**src/rtl/synth_pkg.sv**
```systemverilog
// Shared definitions for the voice allocator: FSM encoding, packed-word index
// helpers and the default note-tag width.
package synth_pkg;

  localparam int NOTE_BITS_DEFAULT = 7;

  typedef enum logic [1:0] {
    ST_IDLE   = 2'd0,
    ST_SCAN   = 2'd1,
    ST_COMMIT = 2'd2
  } state_e;

  function automatic int word_lsb(input int idx, input int width);
    return idx * width;
  endfunction

  function automatic int word_msb(input int idx, input int width);
    return (idx + 1) * width - 1;
  endfunction

endpackage

```
**src/rtl/voice_slot.sv**
```systemverilog
// One synthesis channel: active flag, note tag, carrier and modulator words,
// with clear (higher priority) and write ports plus a tag-compare output.
module voice_slot
  import synth_pkg::*;
#(
  parameter int NUM_BITS  = 32,
  parameter int NOTE_BITS = NOTE_BITS_DEFAULT
) (
  input  logic                 clk,
  input  logic                 rst,
  input  logic                 wr_en,
  input  logic                 clr,
  input  logic [NOTE_BITS-1:0] wr_tag,
  input  logic [NUM_BITS-1:0]  wr_car,
  input  logic [NUM_BITS-1:0]  wr_mod,
  input  logic [NOTE_BITS-1:0] cmp_tag,
  output logic                 active,
  output logic                 tag_match,
  output logic [NUM_BITS-1:0]  car_word,
  output logic [NUM_BITS-1:0]  mod_word
);

  logic                 active_q, active_d;
  logic [NOTE_BITS-1:0] tag_q, tag_d;
  logic [NUM_BITS-1:0]  car_q, car_d;
  logic [NUM_BITS-1:0]  mod_q, mod_d;

  always_comb begin
    active_d = active_q;
    tag_d    = tag_q;
    car_d    = car_q;
    mod_d    = mod_q;
    if (clr) begin
      active_d = 1'b0;
      tag_d    = '0;
      car_d    = '0;
      mod_d    = '0;
    end else if (wr_en) begin
      active_d = 1'b1;
      tag_d    = wr_tag;
      car_d    = wr_car;
      mod_d    = wr_mod;
    end
  end

  always_ff @(posedge clk) begin
    if (!rst) begin
      active_q <= 1'b0;
      tag_q    <= '0;
      car_q    <= '0;
      mod_q    <= '0;
    end else begin
      active_q <= active_d;
      tag_q    <= tag_d;
      car_q    <= car_d;
      mod_q    <= mod_d;
    end
  end

  assign active    = active_q;
  assign tag_match = active_q && (tag_q == cmp_tag);
  assign car_word  = car_q;
  assign mod_word  = mod_q;

endmodule

```
**src/rtl/voice_allocator.sv**
```systemverilog
// Note-on/off allocator: sequential channel scan then a single commit write.
// Define VOICE_STEAL_EN to steal a channel (round-robin) instead of dropping when full.
module voice_allocator
  import synth_pkg::*;
#(
  parameter int NUM_BITS     = 32,
  parameter int NUM_CHANNELS = 16,
  parameter int NOTE_BITS    = NOTE_BITS_DEFAULT
) (
  input  logic                             clk,
  input  logic                             rst,
  input  logic                             cmd_valid,
  output logic                             cmd_ready,
  input  logic                             cmd_on,
  input  logic [NOTE_BITS-1:0]             cmd_note,
  input  logic [NUM_BITS-2:0]              cmd_car,
  input  logic [NUM_BITS-1:0]              cmd_mod,
  input  logic                             panic,
  output logic [NUM_BITS*NUM_CHANNELS-1:0] carrier_out,
  output logic [NUM_BITS*NUM_CHANNELS-1:0] modulator_out,
  output logic [NUM_CHANNELS-1:0]          available,
  output logic                             cmd_drop,
  output logic                             cmd_steal
);

  localparam int IDX_W = (NUM_CHANNELS > 1) ? $clog2(NUM_CHANNELS) : 1;
  localparam logic [IDX_W-1:0] LAST_IDX = IDX_W'(NUM_CHANNELS - 1);

  state_e               state_q, state_d;
  logic [IDX_W-1:0]     idx_q, idx_d;
  logic                 on_q, on_d;
  logic [NOTE_BITS-1:0] note_q, note_d;
  logic [NUM_BITS-2:0]  car_q, car_d;
  logic [NUM_BITS-1:0]  mod_q, mod_d;
  logic                 match_found_q, match_found_d;
  logic [IDX_W-1:0]     match_idx_q, match_idx_d;
  logic                 free_found_q, free_found_d;
  logic [IDX_W-1:0]     free_idx_q, free_idx_d;
  logic                 drop_q, drop_d;

  logic [NUM_CHANNELS-1:0] active_vec, match_vec, wr_en_vec, clr_vec;
  logic [NUM_BITS-1:0]     car_word [NUM_CHANNELS];
  logic [NUM_BITS-1:0]     mod_word [NUM_CHANNELS];

`ifdef VOICE_STEAL_EN
  logic             steal_q, steal_d;
  logic [IDX_W-1:0] steal_ptr_q, steal_ptr_d;
`endif

  always_comb begin
    state_d       = state_q;
    idx_d         = idx_q;
    on_d          = on_q;
    note_d        = note_q;
    car_d         = car_q;
    mod_d         = mod_q;
    match_found_d = match_found_q;
    match_idx_d   = match_idx_q;
    free_found_d  = free_found_q;
    free_idx_d    = free_idx_q;
    drop_d        = 1'b0;
    wr_en_vec     = '0;
    clr_vec       = '0;
`ifdef VOICE_STEAL_EN
    steal_d       = 1'b0;
    steal_ptr_d   = steal_ptr_q;
`endif
    // panic overrides everything, including a command arriving on this edge
    if (panic) begin
      state_d       = ST_IDLE;
      clr_vec       = '1;
      match_found_d = 1'b0;
      free_found_d  = 1'b0;
    end else begin
      case (state_q)
        ST_IDLE: begin
          if (cmd_valid) begin
            on_d          = cmd_on;
            note_d        = cmd_note;
            car_d         = cmd_car;
            mod_d         = cmd_mod;
            idx_d         = '0;
            match_found_d = 1'b0;
            free_found_d  = 1'b0;
            state_d       = ST_SCAN;
          end
        end
        ST_SCAN: begin
          if (match_vec[idx_q] && !match_found_q) begin
            match_found_d = 1'b1;
            match_idx_d   = idx_q;
          end
          if (!active_vec[idx_q] && !free_found_q) begin
            free_found_d = 1'b1;
            free_idx_d   = idx_q;
          end
          if (idx_q == LAST_IDX) state_d = ST_COMMIT;
          else idx_d = idx_q + IDX_W'(1);
        end
        ST_COMMIT: begin
          state_d = ST_IDLE;
          if (on_q) begin
            if (match_found_q) wr_en_vec[match_idx_q] = 1'b1;
            else if (free_found_q) wr_en_vec[free_idx_q] = 1'b1;
            else begin
`ifdef VOICE_STEAL_EN
              wr_en_vec[steal_ptr_q] = 1'b1;
              steal_d     = 1'b1;
              steal_ptr_d = (steal_ptr_q == LAST_IDX) ? '0 : steal_ptr_q + IDX_W'(1);
`else
              drop_d = 1'b1;
`endif
            end
          end else if (match_found_q) begin
            clr_vec[match_idx_q] = 1'b1;
          end
        end
        default: state_d = ST_IDLE;
      endcase
    end
  end

  always_ff @(posedge clk) begin
    if (!rst) begin
      state_q       <= ST_IDLE;
      idx_q         <= '0;
      on_q          <= 1'b0;
      note_q        <= '0;
      car_q         <= '0;
      mod_q         <= '0;
      match_found_q <= 1'b0;
      match_idx_q   <= '0;
      free_found_q  <= 1'b0;
      free_idx_q    <= '0;
      drop_q        <= 1'b0;
    end else begin
      state_q       <= state_d;
      idx_q         <= idx_d;
      on_q          <= on_d;
      note_q        <= note_d;
      car_q         <= car_d;
      mod_q         <= mod_d;
      match_found_q <= match_found_d;
      match_idx_q   <= match_idx_d;
      free_found_q  <= free_found_d;
      free_idx_q    <= free_idx_d;
      drop_q        <= drop_d;
    end
  end

`ifdef VOICE_STEAL_EN
  always_ff @(posedge clk) begin
    if (!rst) begin
      steal_q     <= 1'b0;
      steal_ptr_q <= '0;
    end else begin
      steal_q     <= steal_d;
      steal_ptr_q <= steal_ptr_d;
    end
  end
  assign cmd_steal = steal_q;
`else
  assign cmd_steal = 1'b0;
`endif

  for (genvar i = 0; i < NUM_CHANNELS; i++) begin : g_slot
    voice_slot #(
      .NUM_BITS  (NUM_BITS),
      .NOTE_BITS (NOTE_BITS)
    ) u_slot (
      .clk       (clk),
      .rst       (rst),
      .wr_en     (wr_en_vec[i]),
      .clr       (clr_vec[i]),
      .wr_tag    (note_q),
      .wr_car    ({1'b1, car_q}),
      .wr_mod    (mod_q),
      .cmp_tag   (note_q),
      .active    (active_vec[i]),
      .tag_match (match_vec[i]),
      .car_word  (car_word[i]),
      .mod_word  (mod_word[i])
    );
    assign carrier_out[word_msb(i, NUM_BITS):word_lsb(i, NUM_BITS)]   = car_word[i];
    assign modulator_out[word_msb(i, NUM_BITS):word_lsb(i, NUM_BITS)] = mod_word[i];
  end

  assign available = ~active_vec;
  assign cmd_ready = (state_q == ST_IDLE);
  assign cmd_drop  = drop_q;

endmodule

```
**config.mk**
```make
export PLATFORM = sky130hd
export DESIGN_NAME = voice_allocator
export DESIGN_NICKNAME = d
export VERILOG_FILES = /design/src/rtl/synth_pkg.sv /design/src/rtl/voice_slot.sv /design/src/rtl/voice_allocator.sv
export SDC_FILE = /design/constraint.sdc
export NUM_CORES = 2
export LEC_CHECK = 0
export ABC_CLOCK_PERIOD_IN_PS = 5500
export BUFFER_PORTS_ARGS = -buffer_cell sky130_fd_sc_hd__buf_4
export CAP_MARGIN = 20
export CORE_AREA = 2 2 438 440
export CTS_CLUSTER_SIZE = 16
export DETAILED_ROUTE_END_ITERATION = 10
export DIE_AREA = 0 0 440 442
export PLACE_DENSITY = 0.39
export SYNTH_ARGS = -nofsm -noshare
export SYNTH_HDL_FRONTEND = slang
export SYNTH_SLANG_ARGS = --single-unit
```
**constraint.sdc**
```tcl
create_clock -name clk -period 5.5 [get_ports clk]
set_clock_uncertainty 0.15 [all_clocks]
set_input_delay 1.1 -clock clk [delete_from_list [all_inputs] [get_ports clk]]
set_output_delay 1.1 -clock clk [all_outputs]
set_load 0.02 [all_outputs]
```
==> impl_metrics.py <==
metrics = {
    "setup_path": {
        "critical_path_class": "flop to flop",
        "r2r_start": "match_found_q",
        "startpoint_type": "flop",
        "end_kind": "flop",
        "startpoint": "match_found_q",
        "arrival_ns": 4.08,
        "r2r_setup_slack_ns": 2.00,
        "crit_required_ns": 6.08,
        "critical_path.max_fanout": 52,
    },
    "clocking": {
        "clk_pin_slew_ns": 0.06,
        "clk_latency_ns": 0.82,
        "cts_sinks": 1224,
        "ctsRootBufferMaster": "clkbuf_16",
        "cts_hold_buf": 0,
        "cts_max_path_buffers": 3,
        "cts_setup_buffers": 0,
        "tritoncts": "yes",
        "htree_levels": 4,
        "numCtsBuffers": 150,
        "cts_resized": 0,
    },
    "timing": {
        "min_period_ns": 3.50,
        "setup_viol": 0,
        "rsz0062_at_grt": "no",
        "slew_viol_final": 0,
        "max_slew_margin_pct": 16.9,
        "hold_viol": 0,
        "max_freq_mhz": 286,
        "tns_ns": 0,
        "post-route-period-util_pct": 63.7,
        "tightest_slew_ns": 1.25,
    },
    "cells_and_area": {
        "mostFrequentLayoutCell": "nand2_1",
        "nets": 6593,
        "final_cell_mix": "2401 x nand2_1, 1205 x buf_4, 1189 x dfxtp_1",
        "drive_above_1_share_pct": 23.0,
        "area_delta_synth_final_pct": 34.7,
        "fin_area_um2": 59700,
    },
    "placed_design": {
        "dp_hpwl_mm": 155,
        "gp_congestion": 0.789,
        "postPlaceCellArea_um2": 54700,
        "portBuffers": 1116,
    },
    "die": {
        "die_h_um": 442,
        "die-area_um2": 194000,
        "start_util_pct": 23.4,
        "die_w_um": 440,
        "top_level_ports": 1118,
        "num_rows": 160,
        "placeableCoreArea_um2": 190000,
    },
    "yosys": {
        "yosys.area.top_type": "dfxtp_1",
        "synth_edf_count": 0,
        "synth_seq_cells": 1224,
        "async_flop_share_pct": 0,
        "synth_top_area_share_pct": 55.3,
        "synth.distinct_cells": 44,
        "ys_seq_area_share_pct": 55.3,
        "netlist_instances": 5720,
        "synth_nets": 5796,
        "synth.area.top_cells": "dfxtp_1 55%, nand2_1 20%, a21oi_1 13%",
        "avgSynthCellArea_um2": 7.75,
        "synth_flop_cell": "dfxtp_1",
        "yosys_warnings": 0,
        "syn_area_um2": 44300,
    },
    "grt": {
        "grt_start_max_net_pins": 88,
        "grt_antenna_before_repair": 20,
        "track_usage_pct": 23.7,
        "grt_pass1_vias": 38800,
        "grt_pass1_wl_mm": 326,
        "grt_overflow": 0,
    },
    "route": {
        "vias": 42200,
        "wl_met2_mm": 112,
        "ant_nets": 0,
        "drcViolationCount": 0,
        "wl_per_cell_um": 26.3,
        "drtIter0Drc": 3137,
        "routed.top_layer": "met4",
        "totalWireLength_mm": 240,
        "route.layer.met1.wl_mm": 102,
        "route.met3.wl_mm": 16.8,
        "drtPass1Iterations": 5,
        "vias_per_cell": 4.61,
    },
    "power_and_ir_drop": {
        "p_per_area_nw_per_um2": 330,
        "total_leakage_power_nw": 21.6,
        "vdd_drop_max_mv": 0.237,
    },
    "run": {
        "maxCapViolCount": 0,
    },
    "status": {
        "outcome": "complete, no violations",
    },
    "min_path": {
        "hold_start": "g_slot[13].u_slot.car_word[16]",
        "hold_class": "flop to flop",
    },
}
-- report_power, final --
| group | total, mW | internal [mW] | switching, mW |
|---|---|---|---|
| registers | 9.07 | 8.89 | 0.181 |
| logic | 0.552 | 0.129 | 0.423 |
| clock network | 10.1 | 5.79 | 4.27 |
| total | 19.7 | 14.8 | 4.88 |
-- cells in the mapped netlist (2+ instances only) --
master       n
nand2_1   2417
dfxtp_1   1224
a21oi_1   1138
clkbuf_1   510
a21boi_0    73
xnor2_1     69
xor2_1      45
buf_2       29
buf_4       18
inv_1       17
nand4_1     17
nor4_1      17
and2_1      16
o21ai_1     16
o22ai_1     16
nand3_1     12
nor2_1      12
nand2b_1    11
mux2i_1      8
or3_1        8
nor2b_1      5
nor3_1       5
buf_1        4
mux4_1       4
nand3b_1     4
or2_2        4
o21ai_0      2
o311ai_0     2
or4_1        2
-- stage by stage --
step           util [%]  setup WS, ns  power (mW)  hold slack (ns)  std cells
2_1_floorplan         -          2.86        9.41            0.298       5720
3_3_place_gp       28.9          1.81        9.83            0.293       8876
3_5_place_dp       28.9          1.78        9.83            0.297       8876
4_1_cts            31.5          2.06        20.0            0.296       9140
5_1_grt            31.5          1.79        20.3            0.315       9146
6_report           31.5          2.00        19.7            0.303       9148
-- worst max-delay path: stages, from the launching register on --
cell      delay, ns
dfxtp_1        0.48
nand3b_1       0.57
o22ai_1        0.72
and2_4         0.75
buf_4          0.38
nand2_1        0.08
a21oi_1        0.17
-- registers in the layout, summed over array words and instances, names as in the netlist --
| signal | flops |
|---|---|
| car_q | 31 |
| cmd_drop | 1 |
| free_found_q | 1 |
| free_idx_q | 4 |
| g_slot.u_slot.car_word | 512 |
| g_slot.u_slot.mod_word | 512 |
| g_slot.u_slot.tag_q | 112 |
| idx_q | 4 |
| match_found_q | 1 |
| match_idx_q | 4 |
| mod_q | 32 |
| note_q | 7 |
| on_q | 1 |
| state_q | 2 |
-- final timing paths --
| path | to | cells after the start |
|---|---|---|
| hold / removal | g_slot[13].u_slot.car_word[16] | 2 |
| setup reg to reg | g_slot[1].u_slot.mod_word[13] | 6 |
| setup / recovery | g_slot[1].u_slot.mod_word[13] | 6 |
| hold reg to reg | g_slot[13].u_slot.car_word[16] | 2 |
-- final cells by class --
cell class,instances,area [µm²]
Inverter,17,63.8
Antenna cell,8,20.0
Timing Repair Buffer,1207,9090
Tap cell,2511,3140
Clock buffer,228,4390
Multi-Input combinational cell,3917,17900
Clock inverter,36,571
Sequential cell,1224,24500
Fill cell,20200,130000
-- cells by family (layout without fill, tap and decap cells) --
group,Yosys count,in the layout,synth area share (%)
simple gates,2536,2536,22.1
compound gates,1252,1252,14.7
flops,1224,1224,55.3
buf+inv,579,1488,5.15
xor+xnor,114,114,2.25
mux,13,13,0.469
fa+ha+maj,1,1,0.0282
other cells,1,9,0.00846
-- layer usage --
metal  GRT usage (%)  vias up
met5               0        -
met4            8.95        0
met3            5.86      315
met2            38.5     1444
met1            30.1    20600
li1                -    19900
Note: power is estimated with default switching activity, not from simulation.
